`config.mk`:
```
export PLATFORM = sky130hd
export DESIGN_NAME = seg7_msg_sequencer_flat
export DESIGN_NICKNAME = d
export VERILOG_FILES = /design/src/rtl/seg7_pkg.sv /design/src/rtl/seg7_msg_sequencer_if.sv /design/src/rtl/seg7_rr_arbiter.sv /design/src/rtl/seg7_msg_sequencer.sv /design/src/flat_wrapper.sv
export SDC_FILE = /design/constraint.sdc
export NUM_CORES = 1
export LEC_CHECK = 0
export CAP_MARGIN = 20
export CORE_MARGIN = 2
export CORE_UTILIZATION = 42
export CTS_CLUSTER_DIAMETER = 120
export DETAILED_ROUTE_END_ITERATION = 16
export PLACE_DENSITY = 0.77
export SLEW_MARGIN = 20
export SYNTH_ARGS = -nofsm -noshare
export SYNTH_HDL_FRONTEND = slang
export SYNTH_SLANG_ARGS = --single-unit
```
`constraint.sdc`:
```
create_clock -name clk_500hz -period 2.6 [get_ports clk_500hz]
set_input_delay 0.39 -clock clk_500hz [delete_from_list [all_inputs] [get_ports clk_500hz]]
set_output_delay 0.39 -clock clk_500hz [all_outputs]
set_load 0.01 [all_outputs]
```
`src/rtl/seg7_pkg.sv`:
```
// Shared definitions for the 7-segment message sequencer and its display controller.
package seg7_pkg;

    localparam int         NUM_DIGITS  = 8;
    localparam logic [7:0] ASCII_SPACE = 8'h20;

    typedef enum logic [2:0] {
        IDLE  = 3'd0,
        CLEAR = 3'd1,
        LOAD  = 3'd2,
        HOLD  = 3'd3,
        DONE  = 3'd4
    } seg7_state_e;

    // Byte k of a packed message is digit k (digit 0 in the least significant byte).
    function automatic logic [7:0] msg_byte(input logic [63:0] msg, input logic [2:0] idx);
        return msg[{idx, 3'b000} +: 8];
    endfunction

endpackage

```
`src/rtl/seg7_msg_sequencer_if.sv`:
```
// Requester/display bundle of the message sequencer; the DUT takes the slave modport.
interface seg7_msg_sequencer_if;
    import seg7_pkg::*;

    // req is a level: a requester holds it until it wants to stop asking. gnt is one-hot
    // from the arbitration edge through the DONE cycle; done pulses one cycle on the
    // granted bit. The message is captured at grant, so req/msg may change afterwards.
    logic [1:0]  req;
    logic [63:0] msg0;
    logic [63:0] msg1;
    logic [1:0]  gnt;
    logic [1:0]  done;
    logic        busy;
    logic [7:0]  char_out;
    logic        char_valid;
    logic        clear;
    seg7_state_e state;

    modport master (
        output req, msg0, msg1,
        input  gnt, done, busy, char_out, char_valid, clear, state
    );

    modport slave (
        input  req, msg0, msg1,
        output gnt, done, busy, char_out, char_valid, clear, state
    );

endinterface

```
`src/rtl/seg7_rr_arbiter.sv`:
```
// Two-requester arbiter. SEG7_RR_ARB_EN selects round-robin; otherwise requester 0 has fixed priority.
module seg7_rr_arbiter (
    input  logic       clk,
    input  logic       rst,
    input  logic [1:0] req_i,
    input  logic       advance_i,
    output logic [1:0] gnt_o
);

`ifdef SEG7_RR_ARB_EN
    // 1 means requester 1 was granted last, so requester 0 wins the first tie after reset.
    logic last_q;

    always_ff @(posedge clk or posedge rst) begin
        if (rst) begin
            last_q <= 1'b1;
        end else if (advance_i && (gnt_o != 2'b00)) begin
            last_q <= gnt_o[1];
        end
    end

    always_comb begin
        gnt_o = 2'b00;
        case (req_i)
            2'b01:   gnt_o = 2'b01;
            2'b10:   gnt_o = 2'b10;
            2'b11:   gnt_o = last_q ? 2'b01 : 2'b10;
            default: gnt_o = 2'b00;
        endcase
    end
`else
    logic unused_ok;

    assign gnt_o     = {req_i[1] & ~req_i[0], req_i[0]};
    assign unused_ok = ^{clk, rst, advance_i};
`endif

endmodule

```
`src/rtl/seg7_msg_sequencer.sv`:
```
// Arbitrates two message requesters and streams the winner's 8 characters to the display.
// Build option: SEG7_RR_ARB_EN (round-robin arbitration, inside seg7_rr_arbiter).
module seg7_msg_sequencer
    import seg7_pkg::*;
#(
    parameter int HOLD_CYCLES = 250,
    parameter int NUM_DIGITS  = seg7_pkg::NUM_DIGITS
) (
    input  logic                  clk_500hz,
    input  logic                  rst,
    seg7_msg_sequencer_if.slave   bus
);

    seg7_state_e state_q, state_d;
    logic [1:0]  gnt_q, gnt_d;
    logic [63:0] shadow_q, shadow_d;
    logic [2:0]  char_cnt_q, char_cnt_d;
    logic [15:0] hold_cnt_q, hold_cnt_d;
    logic [1:0]  arb_gnt;
    logic        advance;

    seg7_rr_arbiter u_arb (
        .clk       (clk_500hz),
        .rst       (rst),
        .req_i     (bus.req),
        .advance_i (advance),
        .gnt_o     (arb_gnt)
    );

    always_ff @(posedge clk_500hz or posedge rst) begin
        if (rst) begin
            state_q    <= IDLE;
            gnt_q      <= 2'b00;
            shadow_q   <= 64'h0;
            char_cnt_q <= 3'd0;
            hold_cnt_q <= 16'd0;
        end else begin
            state_q    <= state_d;
            gnt_q      <= gnt_d;
            shadow_q   <= shadow_d;
            char_cnt_q <= char_cnt_d;
            hold_cnt_q <= hold_cnt_d;
        end
    end

    always_comb begin
        state_d    = state_q;
        gnt_d      = gnt_q;
        shadow_d   = shadow_q;
        char_cnt_d = char_cnt_q;
        hold_cnt_d = hold_cnt_q;
        advance    = 1'b0;
        case (state_q)
            IDLE: begin
                if (bus.req != 2'b00) begin
                    advance  = 1'b1;
                    gnt_d    = arb_gnt;
                    shadow_d = arb_gnt[1] ? bus.msg1 : bus.msg0;
                    state_d  = CLEAR;
                end
            end
            CLEAR: begin
                char_cnt_d = 3'd0;
                state_d    = LOAD;
            end
            LOAD: begin
                char_cnt_d = char_cnt_q + 3'd1;
                if (char_cnt_q == 3'(NUM_DIGITS - 1)) begin
                    hold_cnt_d = 16'd0;
                    state_d    = HOLD;
                end
            end
            HOLD: begin
                hold_cnt_d = hold_cnt_q + 16'd1;
                if (hold_cnt_q == 16'(HOLD_CYCLES - 1)) begin
                    state_d = DONE;
                end
            end
            DONE: begin
                gnt_d   = 2'b00;
                state_d = IDLE;
            end
            default: begin
                gnt_d   = 2'b00;
                state_d = IDLE;
            end
        endcase
    end

    // Every output is a decode of registered state, so reset clears them all at once.
    assign bus.gnt        = gnt_q;
    assign bus.done       = (state_q == DONE) ? gnt_q : 2'b00;
    assign bus.busy       = (state_q != IDLE);
    assign bus.clear      = (state_q == CLEAR);
    assign bus.char_valid = (state_q == LOAD);
    assign bus.char_out   = (state_q == LOAD) ? msg_byte(shadow_q, char_cnt_q) : 8'h00;
    assign bus.state      = state_q;

endmodule

```
`src/flat_wrapper.sv`:
```
// flat-port wrapper written by rule: the top's interface ports become plain ports
module seg7_msg_sequencer_flat import seg7_pkg::*;
#(
    parameter int HOLD_CYCLES = 250,
    parameter int NUM_DIGITS  = seg7_pkg::NUM_DIGITS
)
  (clk_500hz, rst, bus_req, bus_msg0, bus_msg1, bus_gnt, bus_done, bus_busy, bus_char_out, bus_char_valid, bus_clear, bus_state);
  seg7_msg_sequencer_if bus_i ();
  input  logic clk_500hz;
  input  logic rst;
  input wire logic [$bits(bus_i.req)-1:0] bus_req;
  input wire logic [$bits(bus_i.msg0)-1:0] bus_msg0;
  input wire logic [$bits(bus_i.msg1)-1:0] bus_msg1;
  output wire logic [$bits(bus_i.gnt)-1:0] bus_gnt;
  output wire logic [$bits(bus_i.done)-1:0] bus_done;
  output wire logic [$bits(bus_i.busy)-1:0] bus_busy;
  output wire logic [$bits(bus_i.char_out)-1:0] bus_char_out;
  output wire logic [$bits(bus_i.char_valid)-1:0] bus_char_valid;
  output wire logic [$bits(bus_i.clear)-1:0] bus_clear;
  output wire logic [$bits(bus_i.state)-1:0] bus_state;
  assign bus_i.req = bus_req;
  assign bus_i.msg0 = bus_msg0;
  assign bus_i.msg1 = bus_msg1;
  assign bus_gnt = bus_i.gnt;
  assign bus_done = bus_i.done;
  assign bus_busy = bus_i.busy;
  assign bus_char_out = bus_i.char_out;
  assign bus_char_valid = bus_i.char_valid;
  assign bus_clear = bus_i.clear;
  assign bus_state = bus_i.state;
  seg7_msg_sequencer #(.HOLD_CYCLES(HOLD_CYCLES), .NUM_DIGITS(NUM_DIGITS)) u_core (.clk_500hz(clk_500hz), .rst(rst), .bus(bus_i));
endmodule
```
After elaboration in Yosys (flattened, before gate mapping)
Index checks and enable logic that the tools add are counted.
{"block": "word_totals", "inputBits": 132, "regBits": 88, "word_cells": 42, "out_inout_bits": 18}
{"block": "op_classes", "n_eq_ne": 9, "add_sub_neg": 2, "reduce_logical": 10, "n_shift": 1, "n_mux": 12, "n_bitwise": 3}
{"op": "64-bit 2-to-1 mux", "count": 1}
{"op": "64-bit by 7-bit variable part select with 8-bit output", "count": 1}
{"op": "16-bit case mux with 2 select lines", "count": 1}
{"op": "16-bit by 1-bit adder with 16-bit output (second input constant)", "count": 1}
{"op": "16-bit by 8-bit == test with 1-bit output (second input constant)", "count": 1}
{"op": "16-bit 2-to-1 mux", "count": 1}
{"op": "3-bit case mux with 4 select lines", "count": 1}
{"op": "3-bit 2-to-1 mux", "count": 3}
{"op": "8-bit 2-to-1 mux", "count": 1}
{"op": "3-bit by 2-bit == test with 1-bit output (second input constant)", "count": 2}
{"op": "3-bit == test (second input constant)", "count": 2}
{"op": "2-bit by 1-bit != test with 1-bit output (second input constant)", "count": 3}
{"op": "3-bit case mux with 2 select lines", "count": 1}
{"op": "2-bit AND reduction", "count": 3}
{"op": "2-bit nonzero test", "count": 3}
{"op": "2-bit 2-to-1 mux", "count": 2}
{"op": "2-bit case mux with 2 select lines", "count": 1}
{"op": "3-bit by 1-bit adder with 3-bit output (second input constant)", "count": 1}
{"op": "3-bit by 1-bit == test with 1-bit output (second input constant)", "count": 1}
{"op": "3-bit logical NOT", "count": 1}
{"op": "3-bit AND reduction", "count": 1}
{"op": "3-bit nonzero test", "count": 1}
{"op": "3-bit OR reduction", "count": 1}
{"op": "1-bit inverter", "count": 2}
{"op": "1-bit AND", "count": 1}

Depth between registers and ports, before layout
{"block": "logic_depth", "word_depth": 4, "ltp_mapped": 7, "ltp_nobuf": 6}

Cells and area by module
Synthesis repeated with hierarchy kept, for this count alone.
{"block": "unflattened", "hier_cells": 441, "area_unflattened_um2": 4883.4}
{"module": "seg7_msg_sequencer", "seq_area_each_um2": 2202.1, "area_each_um2": 4862.2, "cells_per_inst": 439, "n_inst": 1}
{"module": "seg7_rr_arbiter", "seq_area_each_um2": 0.0, "area_each_um2": 21.3, "cells_per_inst": 2, "n_inst": 1}

Worst setup path before layout
OpenSTA, ideal clock, no wires.
{"block": "synth_path", "path_type": "register to output", "from": "reg u_core.char_cnt_q[0]", "to": "out bus_char_out[0]", "t_arrival_ns": 1.523, "required_ns": 2.210, "n_path_buf": 2, "path_slack_ns": 0.687, "path_stages_with_launch": 6, "path_cell_list": "dfrtp_1 -> buf_2 -> buf_4 -> mux4_2 -> mux2i_1 -> nor2_1"}
{"block": "synth_via", "elab_chain_len": 2}
{"element": "from (decl)", "line_no": "seg7_msg_sequencer.sv:17", "rtl": "logic [2:0] char_cnt_q, char_cnt_d;"}
{"element": "from (signal assigned)", "line_no": "seg7_msg_sequencer.sv:41", "rtl": "char_cnt_q <= char_cnt_d;"}
{"element": "64-bit by 7-bit variable part select with 8-bit output", "line_no": "seg7_pkg.sv:17", "rtl": "return msg[{idx, 3'b000} +: 8];"}
{"element": "8-bit 2-to-1 mux", "line_no": "seg7_msg_sequencer.sv:96", "rtl": "assign bus.char_out = (state_q == LOAD) ? msg_byte(shadow_q, char_cnt_q) : 8'h00;"}
{"element": "to (decl)", "line_no": "flat_wrapper.sv:17", "rtl": "output wire logic [$bits(bus_i.char_out)-1:0] bus_char_out;"}
No other way between the ends.

Final worst setup path
{"block": "layout_path", "from": "reg u_core.char_cnt_q[0]", "to": "out bus_char_out[7]"}
The elaborated chain is that of the path after synthesis.

==> impl_metrics.csv <==
group,metric,value,unit
finish,drive_above_1_share,8.53,%
finish,final_cell_mix,"clkdlybuf4s50_1 (142), dfrtp_1 (87), nand2_1 (81), mux2i_1 (78), o21ai_0 (65)",
floorplanning,die_y,109,um
power,power.share.switching,24.6,%
setup_path,max_stage_delay,0.49,ns
timing,relSlewSlack,66.2,%
timing,clock.fmax,394,MHz
power,clockPowerShare,32.7,%
setup_path,critPathMaxFanout,9,
cts,cts_buffers,9,
finish,mostFrequentLayoutCell,"clkdlybuf4s50_1",
finish,nets,717,
power,combPwrFrac,15.1,%
run,drv_cap,0,
cts,h-tree-depth,3,
global_route,grt_antenna_before_repair,0,
floorplanning,core_area,10800,um2
yosys,synth_xor_area_share,0.188,%
yosys,seq_area_frac_synth,47.4,%
floorplanning,die_x,109,um
yosys,yosysWarnings,0,
setup_path,path_buf_inv,2,
cts,cts_buffer_depth,2,
floorplanning,initial_core_util,42.9,%
timing,setup_viol,0,
run_status,status,"finished clean",
setup_path,slowest_stage,"mux4_2",
power,peakVddDrop,0.267,mV
yosys,synth_top_family_by_area,"multiplexers",
route,wire_per_inst,16.3,um
timing,worstMarginPinSlew,0.507,ns
route,drt-initial-drc-count,281,
timing,drv_slew,0,
yosys,syn_nets,575,
power,switching_power,0.000711,W
yosys,synth.avg_cell_area,10.6,um2
timing,worst_clock_skew,0.00639,ns
place,portBuffers,149,
power,p_seq_share,52.2,%
global_route,grt.overflow.total,0,
yosys,synth_fa_ha_area_share,1.08,%
place,globalplace.congestion,0.876,
cts,clock_latency,0.36,ns
yosys,synthSimpleGateAreaFrac,12.1,%
finish,antenna_cells,0,
route,ant_nets,0,
timing,period_share,97.5,%
yosys,synth_compound_gate_area_share,11.1,%
power,p_leak,3.13,nW
place,dp_hpwl,9110,um
floorplanning,std_cell_rows,38,
cts,cts_tree,"built",
place,pre_cts_ws,0.387,ns
power,p_int,0.00218,W
global_route,grt_pass1_wl,19200,um
timing,fin_setup_tns,0,ns
power,power.density,443,nW/um2
yosys,synth_area,4650,um2
cts,cts.sinks,88,
yosys,synth.area.mux_share,24.6,%
yosys,netlist_instances,439,
yosys,synth_cell_types,45,
global_route,grt_max_degree,130,
route,drtPass1Iterations,4,
finish,area_growth,40.4,%
setup_path,critPathKind,"reg -> out",
global_route,grt_pass1_vias,3969,
yosys,synthTopCellsByArea,"dfrtp_1 (47%), mux2i_1 (17%), mux4_2 (7.8%)",
cts,cts_root_buf,"clkbuf_8",
setup_path,cp_cell_sequence,"clkbuf_16, mux4_2, mux2i_1, nor2_1, clkdlybuf4s50_1",
yosys,ys_ff_latch,88,
finish,fin_cells,726,
route,num_vias,3821,
setup_path,startpoint_type,"flip-flop",
setup_path,crit_family,"buffers and inverters",
setup_path,critPathCaptureType,"output pin",
timing,fin_ws,0.0640,ns
timing,hold_violations,0,
setup_path,critical_path_arrival,2.15,ns
route,vias_per_cell,5.26,
route,drc,0,
route,drt_wl_total,11800,um
floorplanning,dieArea,11900,um2
worst_hold_path,hold_class,"in -> async",
cts,cts_hold_buf,0,
setup_path,required,2.21,ns
timing,period_needed,2.54,ns
floorplanning,io_pins,150,
global_route,grtUsageTotal,21.1,%
yosys,yosysTopAreaCellShare,47.4,%
cts,path_clk_slew,0.08,ns
yosys,yosysTopAreaCell,"dfrtp_1",
place,dp_cells,707,
timing repair:
item / 4_1_cts / 5_1_grt
hold endpoints to repair: 0 / 0
gates resized for setup: 1 / 9
endpoints found under the setup margin: 1 / 8
setup buffers: 0 / 2
gates cloned: 0 / 1
Yosys cell counts, drive strengths merged:
master	n
dfrtp	88
nand2	83
mux2i	78
o21ai	74
buf	21
nor2	17
mux4	16
nand3	7
clkbuf	6
ha	4
inv	4
nand4	4
and3	3
a211oi	2
a21oi	2
a22o	2
nor3	2
nor3b	2
nor4	2
o21a	2
or2	2
a21o	1
a22oi	1
a31oi	1
a41oi	1
and2	1
and4	1
nand2b	1
nand3b	1
nor2b	1
nor4b	1
o211ai	1
o21bai	1
o22ai	1
o311ai	1
o31ai	1
o41ai	1
or3	1
xnor2	1
layer usage:
metal	share of wire (%)	up-vias	track usage [%]
li1	-	1861	-
met1	41	1824	25.5
met2	52	118	37.8
met3	5.8	18	4.90
met4	1.8	0	5.33
met5	0	-	0
through the flow:
stage               instance area, um2  util, %  hold slack [ns]  power (W)
floorplan                         4650        -            0.445    0.00170
global placement                  6270     57.8            0.461    0.00197
detailed placement                6270     57.8            0.469    0.00198
CTS                               6460     59.6            0.489    0.00293
global route                      6520     60.2            0.513    0.00303
finish                            6520     60.2            0.479    0.00289
sequential cells by signal, summed over array words and instances (netlist names):
| name | flops |
|---|---|
| u_core.bus.gnt | 2 |
| u_core.shadow_q | 64 |
| u_core.bus.state | 3 |
| u_core.char_cnt_q | 3 |
| u_core.hold_cnt_q | 16 |
worst paths after layout:
| kind | from | slack (ns) | to | depth (start not counted) |
|---|---|---|---|---|
| setup / recovery | u_core.char_cnt_q[0]$_DFFE_PP0P_ | 0.06 | bus_char_out[7] | 5 |
| hold / removal | rst | 0.48 | u_core.hold_cnt_q[8]$_DFFE_PP0P_ | 3 |
| setup reg to reg | u_core.bus.state[2]$_DFFE_PP0P_ | 0.65 | u_core.hold_cnt_q[13]$_DFFE_PP0P_ | 4 |
| hold reg to reg | u_core.shadow_q[46]$_DFFE_PP0P_ | 0.49 | u_core.shadow_q[46]$_DFFE_PP0P_ | 2 |
| max in group asynchronous | rst | 1.71 | u_core.char_cnt_q[0]$_DFFE_PP0P_ | 3 |
| min in group clk_500hz | u_core.shadow_q[46]$_DFFE_PP0P_ | 0.49 | u_core.shadow_q[46]$_DFFE_PP0P_ | 2 |
logic make-up (layout without fill, tap and decap cells):
group / after synthesis / in the layout
AND/OR/NAND/NOR: 129 / 129
multiplexers: 94 / 94
AO/OA/AOI/OAI: 92 / 92
flip-flops: 88 / 88
buffers and inverters: 31 / 178
adder cells (fa/ha/maj): 4 / 4
XOR/XNOR: 1 / 1
final cells by class:
type | count | area (um2)
sequential | 88 | 2200
fill | 925 | 4320
multi-input combinational | 320 | 2290
clock buffer | 10 | 128
timing repair buffer | 158 | 1640
tap | 140 | 175
inverter | 4 | 18.8
clock inverter | 6 | 67.6
power by group through the flow:
| stage | Clock, W | Combinational, W | Sequential [W] |
|---|---|---|---|
| final | 0.000946 | 0.000436 | 0.00151 |
| after global placement | 0 | 0.000431 | 0.00154 |
| after floorplan | 0 | 0.000191 | 0.00150 |
| after CTS | 0.000973 | 0.000443 | 0.00151 |
| after detailed placement | 0 | 0.000442 | 0.00154 |
| after global routing | 0.00103 | 0.000481 | 0.00152 |
worst register-to-register path: stages (launching register included):
cell	delay [ns]
dfrtp_1	0.48
nand3b_1	0.48
nor4_1	0.58
nand3_1	0.15
mux2i_1	0.14
Power figures use the tool's default switching activity.
